## config.mk

```make
export PLATFORM = sky130hd
export DESIGN_NAME = add_serial_flat
export DESIGN_NICKNAME = d
export VERILOG_FILES = /design/src/rtl/add_serial_if.sv /design/src/rtl/add_serial.sv /design/src/flat_wrapper.sv
export SDC_FILE = /design/constraint.sdc
export NUM_CORES = 1
export LEC_CHECK = 0
export BUFFER_PORTS_ARGS = -buffer_cell sky130_fd_sc_hd__buf_2
export CAP_MARGIN = 20
export CORE_MARGIN = 2
export CORE_UTILIZATION = 40
export DETAILED_ROUTE_END_ITERATION = 10
export GPL_TIMING_DRIVEN = 1
export SLEW_MARGIN = 20
export SYNTH_ARGS = -nofsm -noshare
export SYNTH_HDL_FRONTEND = slang
export SYNTH_SLANG_ARGS = --single-unit
export TNS_END_PERCENT = 5
```

## constraint.sdc

```tcl
create_clock -name clk -period 4.39 [get_ports clk]
set_input_delay 0.2195 -clock clk [delete_from_list [all_inputs] [get_ports clk]]
set_output_delay 0.2195 -clock clk [all_outputs]
set_load 0.03 [all_outputs]
```

## src/rtl/add_serial_if.sv

```systemverilog
// Valid/ready bundle carrying operands into add_serial and its result back out.
// The sub signal exists only when ADD_SERIAL_SUB_EN is defined.
interface add_serial_if #(
    parameter int WIDTH = 8
);
    logic             in_valid;
    logic             in_ready;
    logic [WIDTH-1:0] a;
    logic [WIDTH-1:0] b;
    logic             c;
`ifdef ADD_SERIAL_SUB_EN
    logic             sub;
`endif
    logic             out_valid;
    logic             out_ready;
    logic [WIDTH-1:0] sum;
    logic             c_out;

`ifdef ADD_SERIAL_SUB_EN
    modport master (output in_valid, a, b, c, sub, out_ready,
                    input  in_ready, out_valid, sum, c_out);
    modport slave  (input  in_valid, a, b, c, sub, out_ready,
                    output in_ready, out_valid, sum, c_out);
`else
    modport master (output in_valid, a, b, c, out_ready,
                    input  in_ready, out_valid, sum, c_out);
    modport slave  (input  in_valid, a, b, c, out_ready,
                    output in_ready, out_valid, sum, c_out);
`endif
endinterface

```

## src/rtl/add_serial.sv

```systemverilog
// Multi-cycle ripple adder: CHUNK bits per clock through a registered carry.
// Define ADD_SERIAL_SUB_EN to add a subtract mode (a + ~b + 1) selected by bus.sub.
module add_serial #(
    parameter int WIDTH = 8,
    parameter int CHUNK = 2
) (
    input  logic         clk,
    input  logic         rst,
    add_serial_if.slave  bus
);
    localparam int STEPS  = WIDTH / CHUNK;
    localparam int STEP_W = (STEPS > 1) ? $clog2(STEPS) : 1;

    generate
        if (WIDTH < 1 || CHUNK < 1 || CHUNK > WIDTH || (WIDTH % CHUNK) != 0) begin : g_bad_cfg
            $error("add_serial: WIDTH must be a positive multiple of CHUNK");
        end
    endgenerate

    typedef enum logic [1:0] {
        IDLE,
        BUSY,
        DONE
    } state_t;

    state_t             state;
    state_t             state_next;
    logic               in_ready;
    logic               out_valid;
    logic               accept;
    logic               last_step;
    logic               sub_in;
    logic [WIDTH-1:0]   a_reg;
    logic [WIDTH-1:0]   b_reg;
    logic [WIDTH-1:0]   sum_reg;
    logic               carry_reg;
    logic               c_out_reg;
    logic [STEP_W-1:0]  step;
    logic [CHUNK-1:0]   a_slice;
    logic [CHUNK-1:0]   b_slice;
    logic [CHUNK-1:0]   slice_sum;
    logic [CHUNK:0]     chain;

`ifdef ADD_SERIAL_SUB_EN
    assign sub_in = bus.sub;
`else
    assign sub_in = 1'b0;
`endif

    assign accept    = bus.in_valid && in_ready;
    assign last_step = (step == STEP_W'(STEPS - 1));

    always_ff @(posedge clk) begin
        if (rst) begin
            state <= IDLE;
        end else begin
            state <= state_next;
        end
    end

    always_comb begin
        state_next = state;
        in_ready   = 1'b0;
        out_valid  = 1'b0;
        case (state)
            IDLE: begin
                in_ready = 1'b1;
                if (bus.in_valid) begin
                    state_next = BUSY;
                end
            end
            BUSY: begin
                if (last_step) begin
                    state_next = DONE;
                end
            end
            DONE: begin
                out_valid = 1'b1;
                if (bus.out_ready) begin
                    state_next = IDLE;
                end
            end
            default: state_next = IDLE;
        endcase
    end

    // Select the active slice and ripple it through CHUNK full-adder cells.
    always_comb begin
        a_slice   = '0;
        b_slice   = '0;
        slice_sum = '0;
        chain     = '0;
        for (int k = 0; k < STEPS; k++) begin
            if (step == STEP_W'(k)) begin
                a_slice = a_reg[k*CHUNK +: CHUNK];
                b_slice = b_reg[k*CHUNK +: CHUNK];
            end
        end
        chain[0] = carry_reg;
        for (int i = 0; i < CHUNK; i++) begin
            slice_sum[i] = a_slice[i] ^ b_slice[i] ^ chain[i];
            chain[i+1]   = (a_slice[i] & b_slice[i]) | (chain[i] & (a_slice[i] ^ b_slice[i]));
        end
    end

    // Subtraction is folded in at accept: b is stored inverted and the carry seeded with 1.
    always_ff @(posedge clk) begin
        if (rst) begin
            a_reg     <= '0;
            b_reg     <= '0;
            sum_reg   <= '0;
            carry_reg <= 1'b0;
            c_out_reg <= 1'b0;
            step      <= '0;
        end else if (state == IDLE) begin
            if (accept) begin
                a_reg     <= bus.a;
                b_reg     <= sub_in ? ~bus.b : bus.b;
                carry_reg <= sub_in ? 1'b1 : bus.c;
                step      <= '0;
            end
        end else if (state == BUSY) begin
            for (int k = 0; k < STEPS; k++) begin
                if (step == STEP_W'(k)) begin
                    sum_reg[k*CHUNK +: CHUNK] <= slice_sum;
                end
            end
            carry_reg <= chain[CHUNK];
            step      <= step + 1'b1;
            if (last_step) begin
                c_out_reg <= chain[CHUNK];
            end
        end
    end

    assign bus.in_ready  = in_ready;
    assign bus.out_valid = out_valid;
    assign bus.sum       = sum_reg;
    assign bus.c_out     = c_out_reg;

endmodule
```

## src/flat_wrapper.sv

```systemverilog
// flat-port wrapper written by rule: the top's interface ports become plain ports
module add_serial_flat 
#(
    parameter int WIDTH = 8,
    parameter int CHUNK = 2
)
  (clk, rst, bus_in_valid, bus_a, bus_b, bus_c, bus_out_ready, bus_in_ready, bus_out_valid, bus_sum, bus_c_out);
  add_serial_if #(.WIDTH(WIDTH)) bus_i ();
  input  logic clk;
  input  logic rst;
  input wire logic [$bits(bus_i.in_valid)-1:0] bus_in_valid;
  input wire logic [$bits(bus_i.a)-1:0] bus_a;
  input wire logic [$bits(bus_i.b)-1:0] bus_b;
  input wire logic [$bits(bus_i.c)-1:0] bus_c;
  input wire logic [$bits(bus_i.out_ready)-1:0] bus_out_ready;
  output wire logic [$bits(bus_i.in_ready)-1:0] bus_in_ready;
  output wire logic [$bits(bus_i.out_valid)-1:0] bus_out_valid;
  output wire logic [$bits(bus_i.sum)-1:0] bus_sum;
  output wire logic [$bits(bus_i.c_out)-1:0] bus_c_out;
  assign bus_i.in_valid = bus_in_valid;
  assign bus_i.a = bus_a;
  assign bus_i.b = bus_b;
  assign bus_i.c = bus_c;
  assign bus_i.out_ready = bus_out_ready;
  assign bus_in_ready = bus_i.in_ready;
  assign bus_out_valid = bus_i.out_valid;
  assign bus_sum = bus_i.sum;
  assign bus_c_out = bus_i.c_out;
  add_serial #(.WIDTH(WIDTH), .CHUNK(CHUNK)) u_core (.clk(clk), .rst(rst), .bus(bus_i));
endmodule
```

==> flow_summary_export.csv <==
group,metric,value,unit
place,hpwl,1960,um
global_routing,grtUsageTotal,0.155,
logic_synthesis,synth.yosys.seq_area_share,0.434,
flow_run,drv_cap,0,
power,vdd.ir_drop.worst,0.198,mV
place,io_buffers,31,
worst_setup_path,cp.required,4.66,ns
power,pwr-share-seq,0.509,
power,p_sw_frac,0.258,
worst_setup_path,worstPathArrival,2.92,ns
clocking,clock_latency,0.34,ns
worst_setup_path,cp-end-kind,"flip-flop",
worst_setup_path,crit_family,"adder cells",
clocking,numCtsBuffers,5,
die,num_rows,21,
clocking,cts_hold_buf,0,
layout,drive_above_1_share,0.240,
global_routing,grt_max_degree,31,
worst_setup_path,cp.buffers_inverters,1,
layout,layout_commonest_cell,"buf_2",
timing,rsz0062_at_grt,"false",
status,status,"finished clean",
logic_synthesis,syn_area,1380,um^2
timing,skew,0.00767,ns
min_path,hp-start,"bus_a[6]",
timing,maxSlewHeadroom,0.556,
clocking,post_cts_buffers,0,
logic_synthesis,synthCells,146,
worst_setup_path,crit_path_cell_trace,"inv_1, ha_1, nor2b_1, a221oi_1, o31ai_1, fa_1, fa_1, nand3_1, a21oi_1",
worst_setup_path,critPathMaxFanout,4,
clocking,clkTransAtPathRegs,0.09,ns
routing,viasPerCell,4.89,
timing,tns,0,ns
routing,vias,1081,
worst_setup_path,start_kind,"flip-flop",
clocking,cts_tree,"built",
place,gp_congestion,0.788,
clocking,postCtsResizedCells,0,
die,die_area,3950,um^2
timing,timing.final.crit_period,2.65,ns
worst_setup_path,reg2regPathDepth,9,
layout,layout_common_cells,"31 x buf_2, 30 x dfxtp_1, 20 x nor2_1",
routing,drtIter0Drc,33,
timing,fin_ws,1.74,ns
logic_synthesis,yosysWarningCount,0,
power,p_leak,0.692,nW
clocking,cts-root-buf,"clkbuf_4",
logic_synthesis,syn_nets,173,
power,p_int,431,uW
worst_setup_path,crit_type,"reg -> reg",
clocking,h-tree-depth,2,
worst_setup_path,reg2reg_from,"u_core.step[0]$_SDFFE_PP0P_",
worst_setup_path,slowest_delay,0.56,ns
global_routing,grt_first_pass_wirelength,4800,um
routing,ant_nets,0,
timing,whs,0.115,ns
worst_setup_path,reg2reg_to,"u_core.bus.sum[5]$_SDFFE_PP0P_",
routing,routed_wl,2620,um
logic_synthesis,ys_ff_latch,30,
timing,fmaxAchievable,377,MHz
worst_setup_path,crit_top_cell,"fa_1",
layout,diodes,0,
timing,setup_viol,0,
power,clkPwrFrac,0.351,
place,preCtsSetupSlack,1.76,ns
worst_setup_path,rrSetupSlack,1.74,ns
routing,wl_per_cell,11.9,um
die,core_region_area,3340,um^2
die,io_pins,32,
global_routing,grt_pass1_vias,1112,
logic_synthesis,ys_types,24,
min_path,hold_path_end,"u_core.a_reg[6]$_SDFFE_PP0P_",
power,pwr-share-comb,0.141,
timing,hold_viol,0,
timing,drv_slew,0,
timing,worst_pin_slew,0.665,ns
routing,dr.pass1.iters,4,
power,p_switching,150,uW
global_routing,gr-total-overflow,0,
power,total_power,582,uW
min_path,whs_path_depth,3,
clocking,clockBufferDepth,2,
routing,drc,0,
layout,nets,201,
worst_setup_path,cp_slowest_cell,"fa_1",
timing,period_share,0.604,
die,initial_core_util,0.415,
die,die_h,62.8,um
power,powerDensity,362,nW/um^2
min_path,hold_class,"in -> reg",
global_routing,antenna_found_initial,0,
logic_synthesis,syn_avg_cell_area,9.48,um^2
die,die_w,62.8,um
layout,area_growth,16.0,%
clocking,cts_sinks,30,
==> synthesized netlist by cell type <==
cell type	count	area share
a22oi_1	1	0.0054
nor3b_2	1	0.0090
a21oi_1	9	0.033
clkbuf_1	6	0.016
ha_1	4	0.036
nand3b_1	4	0.022
buf_4	1	0.0054
nor2_1	20	0.054
buf_6	2	0.016
buf_12	1	0.014
nand2b_1	1	0.0045
nor2b_1	9	0.041
o21bai_1	1	0.0054
nand2_1	12	0.033
buf_2	1	0.0036
a2111oi_2	1	0.011
inv_1	4	0.011
a221oi_1	4	0.025
o31ai_1	4	0.022
nor3_1	1	0.0036
mux2i_1	19	0.14
nand3_1	8	0.029
fa_1	2	0.029
dfxtp_1	30	0.43
==> stage by stage <==
step / cell area [um^2] / utilization / instances
floorplan: 1380 / - / 146
global placement: 1530 / 0.457 / 213
detailed placement: 1530 / 0.457 / 213
CTS: 1610 / 0.481 / 221
global route: 1610 / 0.481 / 221
finish: 1610 / 0.481 / 221
==> routing by layer <==
metal | track usage | wire length [um] | up-vias
li1 | - | - | 551
met1 | 0.180 | 1240 | 501
met2 | 0.259 | 1190 | 21
met3 | 0.0450 | 113 | 8
met4 | 0.0750 | 70 | 0
met5 | 0 | 0 | -
==> worst max-delay path by stage <==
| stage | from | end | cells after the start |
|---|---|---|---|
| after floorplan | u_core.step[0]$_SDFFE_PP0P_ | u_core.bus.sum[7]$_SDFFE_PP0P_ | 9 |
| after global placement | u_core.step[0]$_SDFFE_PP0P_ | u_core.bus.sum[1]$_SDFFE_PP0P_ | 9 |
| after detailed placement | u_core.step[0]$_SDFFE_PP0P_ | u_core.bus.sum[5]$_SDFFE_PP0P_ | 9 |
| after CTS | u_core.step[0]$_SDFFE_PP0P_ | u_core.bus.sum[5]$_SDFFE_PP0P_ | 9 |
| after global routing | u_core.step[0]$_SDFFE_PP0P_ | u_core.bus.sum[3]$_SDFFE_PP0P_ | 9 |
| final | u_core.step[0]$_SDFFE_PP0P_ | u_core.bus.sum[5]$_SDFFE_PP0P_ | 9 |
==> tightest hold or removal path, delay by kind of cell <==
family	cells	cell delay, ns
AND/OR/NAND/NOR	1	0.07
multiplexers	1	0.05
buffers and inverters	1	0.07
==> area by class of cell <==
cell class                      count  area [um^2]
Clock buffer                        8         78.8
Sequential cell                    30          601
Fill cell                         341         1730
Multi-Input combinational cell    101          691
Timing Repair Buffer               32          163
Tap cell                           46         57.6
Inverter                            4         15.0
==> power by group through the flow <==
stage	logic [mW]	clock network (mW)	registers, mW
4_1_cts	0.0830	0.208	0.296
3_5_place_dp	0.0828	0	0.302
3_3_place_gp	0.0809	0	0.302
6_report	0.0818	0.204	0.296
5_1_grt	0.0922	0.217	0.298
2_1_floorplan	0.0622	0	0.303
==> kinds of logic after synthesis <==
group | after synthesis | share of synthesized area
AOI/OAI and AO/OA | 20 | 0.101
DFF | 30 | 0.434
adders and majority gates | 6 | 0.0651
and+or+nand+nor | 56 | 0.195
muxes | 19 | 0.137
buffers and inverters | 15 | 0.0669
Note: power is estimated with default switching activity, not from simulation.
